## config.mk

```make
export PLATFORM = sky130hd
export DESIGN_NAME = quad_decoder
export DESIGN_NICKNAME = d
export VERILOG_FILES = /design/src/rtl/quad_decoder_pkg.sv /design/src/rtl/quad_decoder_up_down_counter.sv /design/src/rtl/quad_decoder.sv
export SDC_FILE = /design/constraint.sdc
export NUM_CORES = 1
export LEC_CHECK = 0
export BUFFER_PORTS_ARGS = -buffer_cell sky130_fd_sc_hd__clkbuf_2
export CORE_ASPECT_RATIO = 0.5
export CORE_MARGIN = 10
export CORE_UTILIZATION = 40
export CTS_CLUSTER_SIZE = 25
export DETAILED_ROUTE_END_ITERATION = 10
export PLACE_DENSITY = 0.58
export RECOVER_POWER = 25
export SLEW_MARGIN = 25
export SYNTH_ARGS = -nofsm -noshare
export SYNTH_HDL_FRONTEND = slang
export SYNTH_HIERARCHICAL = 1
export SYNTH_SLANG_ARGS = --single-unit
```

## constraint.sdc

```tcl
create_clock -name clk -period 5.2 [get_ports clk]
set_input_delay 1.04 -clock clk [delete_from_list [all_inputs] [get_ports clk]]
set_output_delay 1.04 -clock clk [all_outputs]
set_load 0.02 [all_outputs]
```

## src/rtl/quad_decoder_pkg.sv

```systemverilog
// quad_decoder_pkg: shared FSM encodings, Gray phase constants, direction codes and phase helper.
package quad_decoder_pkg;

    typedef enum logic {
        ST_INIT  = 1'b0,
        ST_TRACK = 1'b1
    } state_t;

    localparam logic [1:0] PH_00 = 2'b00;
    localparam logic [1:0] PH_01 = 2'b01;
    localparam logic [1:0] PH_11 = 2'b11;
    localparam logic [1:0] PH_10 = 2'b10;

    localparam logic DIR_UP = 1'b1;
    localparam logic DIR_DN = 1'b0;

    // Position of a Gray phase along the forward sequence 00->01->11->10.
    function automatic logic [1:0] phase_idx(input logic [1:0] ab);
        return (ab == PH_00) ? 2'd0 :
               (ab == PH_01) ? 2'd1 :
               (ab == PH_11) ? 2'd2 :
               (ab == PH_10) ? 2'd3 : 2'd0;
    endfunction

endpackage

```

## src/rtl/quad_decoder_up_down_counter.sv

```systemverilog
// quad_decoder_up_down_counter: wrapping up/down counter with synchronous clear.
//   clk, rst_n : clock, async active-low reset
//   clr        : zero the count (overrides inc/dec)
//   inc, dec   : step up / down by one (mutually exclusive)
//   q          : current count
module quad_decoder_up_down_counter #(
    parameter int W = 16
) (
    input  logic         clk,
    input  logic         rst_n,
    input  logic         clr,
    input  logic         inc,
    input  logic         dec,
    output logic [W-1:0] q
);

    logic [W-1:0] q_d, q_q;

    always_comb
        q_d = clr ? '0 : inc ? q_q + W'(1) : dec ? q_q - W'(1) : q_q;

    always_ff @(posedge clk or negedge rst_n)
        if (!rst_n) q_q <= '0;
        else        q_q <= q_d;

    assign q = q_q;

endmodule

```

## src/rtl/quad_decoder.sv

```systemverilog
// quad_decoder: quadrature A/B decoder with wrapping position count and illegal-transition flag.
//   clk, rst_n : clock, async active-low reset
//   a, b       : filtered phase inputs
//   z          : index pulse (only with QUAD_INDEX_EN)
//   clear      : sync zero of count and err
//   count      : signed wrapping position
//   dir        : direction of last counted step (1 = up)
//   step       : one-cycle pulse per counted transition
//   err        : sticky double-bit-change flag
//   idx        : one-cycle pulse per index zeroing (only with QUAD_INDEX_EN)
// Optional feature macro: QUAD_INDEX_EN.
module quad_decoder
    import quad_decoder_pkg::*;
#(
    parameter int COUNT_W = 16,
    parameter int RES     = 4
) (
    input  logic               clk,
    input  logic               rst_n,
    input  logic               a,
    input  logic               b,
`ifdef QUAD_INDEX_EN
    input  logic               z,
    output logic               idx,
`endif
    input  logic               clear,
    output logic [COUNT_W-1:0] count,
    output logic               dir,
    output logic               step,
    output logic               err
);

    if (!(RES == 1 || RES == 2 || RES == 4)) begin : g_res_chk
        $error("quad_decoder: RES must be 1, 2 or 4");
    end

    // Phases whose index has these bits set are skipped as count points.
    localparam logic [1:0] RES_M = (RES == 4) ? 2'd0 : (RES == 2) ? 2'd1 : 2'd3;

    // Returns {up, down}: forward steps count when landing on a count point,
    // reverse steps count when leaving one, so both directions use the same points.
    function automatic logic [1:0] decode(input logic [1:0] prev, input logic [1:0] cur);
        logic [1:0] p, c, d;
        p = phase_idx(prev);
        c = phase_idx(cur);
        d = c - p;
        return {d == 2'd1 && (c & RES_M) == 2'd0, d == 2'd3 && (p & RES_M) == 2'd0};
    endfunction

    state_t     state_q, state_d;
    logic [1:0] ab_q, ab_d;
    logic       step_q, step_d, dir_q, dir_d, err_q, err_d;
    logic       tracking, bad, zero_idx, inc, dec;
    logic [1:0] ud;

`ifdef QUAD_INDEX_EN
    logic idx_q, idx_d;
`endif

    always_comb begin
        ab_d     = {a, b};
        state_d  = ST_TRACK;
        tracking = state_q == ST_TRACK;
        ud       = tracking ? decode(ab_q, ab_d) : 2'b00;
        bad      = tracking && (ab_q ^ ab_d) == 2'b11;
`ifdef QUAD_INDEX_EN
        zero_idx = tracking && z && ab_d == PH_00;
        idx_d    = zero_idx && !clear;
`else
        zero_idx = 1'b0;
`endif
        inc      = ud[1] && !clear && !zero_idx;
        dec      = ud[0] && !clear && !zero_idx;
        step_d   = inc || dec;
        dir_d    = inc ? DIR_UP : dec ? DIR_DN : dir_q;
        err_d    = !clear && (err_q || bad);
    end

    always_ff @(posedge clk or negedge rst_n) begin
        if (!rst_n) begin
            state_q <= ST_INIT;
            ab_q    <= PH_00;
            step_q  <= 1'b0;
            dir_q   <= DIR_DN;
            err_q   <= 1'b0;
`ifdef QUAD_INDEX_EN
            idx_q   <= 1'b0;
`endif
        end else begin
            state_q <= state_d;
            ab_q    <= ab_d;
            step_q  <= step_d;
            dir_q   <= dir_d;
            err_q   <= err_d;
`ifdef QUAD_INDEX_EN
            idx_q   <= idx_d;
`endif
        end
    end

    quad_decoder_up_down_counter #(.W(COUNT_W)) u_cnt (
        .clk   (clk),
        .rst_n (rst_n),
        .clr   (clear || zero_idx),
        .inc   (inc),
        .dec   (dec),
        .q     (count)
    );

    assign step = step_q;
    assign dir  = dir_q;
    assign err  = err_q;
`ifdef QUAD_INDEX_EN
    assign idx  = idx_q;
`endif

endmodule

```

==> Yosys cells after proc, flatten, opt, wreduce, memory -nomap -nowiden <==
Index checks and enable logic that the tools add are counted.
{ "word_totals": {"in_bits": 5, "register_bits": 22, "word_cells": 44, "output_inout_bits": 19} }
{ "classes": {"reduce_logical": 11, "muxes": 14, "n_bitwise": 1, "n_eq_ne": 9, "addsub": 3} }
{ "ops": {"columns": ["cell", "count"], "rows": [
  ["two-way mux 16 bit", 3],
  ["two-way mux 2 bit", 9],
  ["adder 16 x 1 -> 16 bit, second input constant", 1],
  ["subtractor 16 x 1 -> 16 bit, second input constant", 1],
  ["equality test 2 bit, second input constant", 6],
  ["equality test 2 x 1 -> 1 bit, second input constant", 3],
  ["logical AND 1 bit", 4],
  ["logical NOT 2 bit", 2],
  ["nonzero test 3 bit", 1],
  ["logical OR 1 bit", 2],
  ["two-way mux 1 bit", 2],
  ["nonzero test 2 bit", 1],
  ["subtractor 2 bit", 1],
  ["XOR 2 bit", 1],
  ["logical NOT 1 bit", 1]
]} }

==> Longest topological paths before layout <==
{ "depth": {"depth_word": 12, "mapped_depth": 15, "ltp_nobuf": 14} }

==> Modules after synthesis <==
Netlist, hierarchy kept.
{ "modules_own_cells": {"columns": ["module", "area_each_um2", "cells_each", "seq_area_each_um2", "n_inst"], "rows": [
  ["quad_decoder_up_down_counter", 1410.1, 163, 400.4, 1],
  ["quad_decoder", 385.4, 35, 150.1, 1]
]} }

==> Worst setup path before layout <==
OpenSTA, ideal clock, no wires.
{ "synth_timing": {"kind": "input port to flip-flop", "start": "input port a", "end": "register u_cnt.q_q[15] (netlist: u_cnt/q[15])", "arrival_ns": 4.272, "n_path_buf": 0, "stages": 14, "required_ns": 5.072, "setup_time_ns": 0.128, "path_slack_ns": 0.801, "path_cell_list": "inv_1 -> ha_1 -> inv_1 -> ha_1 -> nor3b_1 -> nor2b_1 -> inv_1 -> ha_1 -> a21oi_2 -> nand2_1 -> a221o_1 -> a21o_2 -> mux2i_1 -> mux2_1"} }
{ "synth_between": {"elab_chain_len": 11, "elab_cells_between_ends": 17, "cone_classes": "add/sub (1); eq/ne (5); mux (7); reduce/logical (4)"} }
{ "synth_rtl": {"columns": ["item", "line_no", "text"], "rows": [
  ["start, declared", "quad_decoder.sv:20", "input logic a,"],
  ["equality test 2 bit", "quad_decoder_pkg.sv:22", "(ab == PH_10) ? 2'd3 : 2'd0;"],
  ["two-way mux 2 bit", "quad_decoder_pkg.sv:22", null],
  ["two-way mux 2 bit", "quad_decoder_pkg.sv:21", "(ab == PH_11) ? 2'd2 :"],
  ["two-way mux 2 bit", "quad_decoder_pkg.sv:20", "(ab == PH_01) ? 2'd1 :"],
  ["two-way mux 2 bit *", "quad_decoder_pkg.sv:19", "return (ab == PH_00) ? 2'd0 :"],
  ["subtractor 2 bit *", "quad_decoder.sv:46", "d = c - p;"],
  ["equality test 2 x 1 -> 1 bit", "quad_decoder.sv:47", "return {d == 2'd1 && (c & RES_M) == 2'd0, d == 2'd3 && (p & RES_M) == 2'd0};"],
  ["two-way mux 2 bit *", "quad_decoder.sv:64", "ud = tracking ? decode(ab_q, ab_d) : 2'b00;"],
  ["logical AND 1 bit", "quad_decoder.sv:72", "inc = ud[1] && !clear && !zero_idx;"],
  ["two-way mux 16 bit (2 in series)", "quad_decoder_up_down_counter.sv:20", "q_d = clr ? '0 : inc ? q_q + W'(1) : dec ? q_q - W'(1) : q_q;"],
  ["end signal, assigned", "quad_decoder_up_down_counter.sv:24", "else q_q <= q_d;"],
  ["end, declared", "quad_decoder_up_down_counter.sv:17", "logic [W-1:0] q_d, q_q;"]
]} }
Every way passes the cells marked *; elsewhere a longest branch is shown, timed or not.
A chain may end at the register's enable or synchronous reset.

==> Worst setup path after layout <==
Ends and elaborated chain as after synthesis.

==> flow_summary.yaml <==
finish:
  finalNetCount: 249
  syn_to_final_growth_pct: 11.5
  finalNonFillerCells: 276
  drive_above_1_share_pct: 16.9
  diodes: 0
  final_util_pct: 45.9
timing:
  drv_slew: 0
  clock_skew_ns: 0.00645
  relSlewSlack_pct: 17.4
  hold_viol_final: 0
  finalWorstPathRequiredPeriod_ns: 4.71
  fin_ws_ns: 0.490
  period_share_pct: 90.6
  rsz0062_at_grt: "no"
  worstMarginPinSlew_ns: 1.24
  timing.setup.tns_ns: 0
  final-setup-viol-count: 0
  max_freq_ghz: 0.212
pwr:
  p_leak_nw: 1.02
  powerDensity_nw_per_um2: 432
  swShare_pct: 41.3
  clockPowerShare_pct: 19.1
  fin_total_pwr_w: 0.000864
  ir_drop_uv: 131
  p_switching_w: 0.000357
  p_seq_share_pct: 25.5
  combPwrFrac_pct: 55.4
  intPower_w: 0.000507
cts:
  cts_tree: "yes"
  cts_buffers: 3
  clock_sinks: 22
  cts_setup_buffers: 0
  ctsResizeCount: 0
  cts.clk_slew.worst_paths_ns: 0.09
  clkLatencyLatePin_ns: 0.27
  clock-root-buffer: "clkbuf_8"
  cts-htree-levels: 1
  ctsHoldBuffers: 0
  cts_buffer_depth: 2
critical_path:
  critPathRequiredTime_ns: 5.35
  path_class: "input pin to register"
  cpLargestDelayFamily: "adder cells"
  start_kind: "input pin"
  cp_cell_sequence: "clkbuf_2, inv_1, ha_1, inv_1, ha_1, nor3b_1, nor2b_1, inv_1, ha_1, a21oi_2, nand2_1, a221o_1, a21o_2, mux2i_1, mux2_1"
  arrival_ns: 4.86
  r2r_cells: 13
  crit_buf_inv: 4
  cp_slowest_cell: "ha_1"
  worst-path-stages: 15
  cp_max_fo: 15
  max_stage_delay_ns: 0.50
  worstSetupEndpointType: "register"
min_path:
  hold_path_class: "register to register"
  hold_depth: 2
outcome:
  status: "finished clean"
synthesis:
  syn-cell-area_sq_um: 1800
  synthTopCellsByCount: "ha_1 (23), dfrtp_1 (22), a21oi_1 (17)"
  synthFlopType: "dfrtp_1"
  synth_top_area_share_pct: 30.7
  synth_top_area_cell: "dfrtp_1"
  yosysSeqAreaShare_pct: 30.7
  ys_types: 52
  synth_area_leaders: "dfrtp_1 (31%), ha_1 (16%), a21oi_1 (4.7%)"
  netlist_instances: 198
  async_flop_share_pct: 100
  synth_edf_count: 0
  yosysWarnings: 6
  synth-seq-cells: 22
  avgSynthCellArea_sq_um: 9.07
  syn_nets: 227
  synth_most_common_cell: "ha_1"
global_routing:
  track_usage_pct: 11.1
  overflow: 0
  antenna_found_initial: 0
  grt_pass1_wl_mm: 7.08
  grt_max_degree: 26
  grt_pass1_vias: 1444
die:
  die_x_microns: 115
  io-pin-count: 24
  die_area_sq_um: 7730
  coreArea_sq_um: 4360
  die_h_microns: 67.4
  start_util_pct: 41.2
  std_cell_rows: 17
placement:
  io_buffers: 23
  place_inst: 272
  dp_hpwl_mm: 2.97
  post-place-ws_ns: 0.224
  place.gp.congestion: 0.803
route:
  ant_nets: 0
  first_iter_violations: 55
  vias: 1453
  viasPerCell: 5.26
  first_pass_iters: 4
  wl_per_cell_microns: 14.6
  drcViolationCount: 0
  drt_wl_total_mm: 4.03
job:
  cap_violations: 0
area by class of cell:
class,count,area [sq um]
inverter,12,45.0
tap,57,71.3
fill,425,2360
timing repair buffer,24,121
multi-input combinational,157,1140
sequential,22,551
clock buffer,3,41.3
clock inverter,1,30.0
final timing paths:
check	slack [ns]	from	end
worst max-delay path	0.49	a	u_cnt/q[15]
worst min-delay path	0.51	err	err
worst max register to register	0.99	ab_q[0]	u_cnt/q[15]
worst min register to register	0.51	err	err
max in group asynchronous	3.46	rst_n	u_cnt/q[14]
min in group asynchronous	1.01	rst_n	u_cnt/q[6]
logic make-up after synthesis:
| group | after synthesis | synth area share (%) |
|---|---|---|
| buf+inv | 19 | 5.71 |
| simple gates | 69 | 20.3 |
| other cells | 1 | 0.209 |
| mux | 3 | 1.74 |
| compound gates | 50 | 18.5 |
| fa+ha+maj | 24 | 17.1 |
| xor+xnor | 10 | 5.64 |
| flops | 22 | 30.7 |
per-stage QoR:
step / instance area (sq um) / hold WS, ns
finish: 2000 / 0.511
global placement: 1930 / 0.483
global route: 2000 / 0.535
detailed placement: 1930 / 0.499
floorplan: 1800 / 0.488
CTS: 2000 / 0.521
placed cells by master (no fill, tap or decap), drive strengths merged, types with 5 or more instances in the layout:
master and count:
inv 12, nor2 17, nor3 6, nand3 7, nand3b 5, o21ai 9
a21oi 18, ha 23, dfrtp 22, nand2 14, xnor2 7, a21o 5
clkbuf 26
flip-flops by register name (all words and copies together), names as in the netlist:
signal	cells
err	1
step	1
dir	1
state_q	1
ab_q	2
u_cnt/q	16
worst min-delay path, delay by kind of cell (launching register included):
kind	cells	cell delay, ns
simple gates	1	0.07
compound gates	1	0.05
flops	1	0.36
per-layer routing:
metal  vias up  global-route usage, %  routed length, microns
met5         -                      0                       0
met4         0                   2.30                      32
met3         2                   3.01                     180
met2        27                   18.7                    1840
met1       677                   14.0                    1970
li1        747                      -                       -
power by group through the flow:
stage | clock network, W | logic [W] | registers [W]
global placement | 0 | 0.000472 | 0.000222
CTS | 0.000170 | 0.000478 | 0.000221
global route | 0.000179 | 0.000536 | 0.000225
floorplan | 0 | 0.000351 | 0.000252
detailed placement | 0 | 0.000472 | 0.000224
finish | 0.000165 | 0.000479 | 0.000220
No activity file was read; power rests on OpenSTA's default activity.
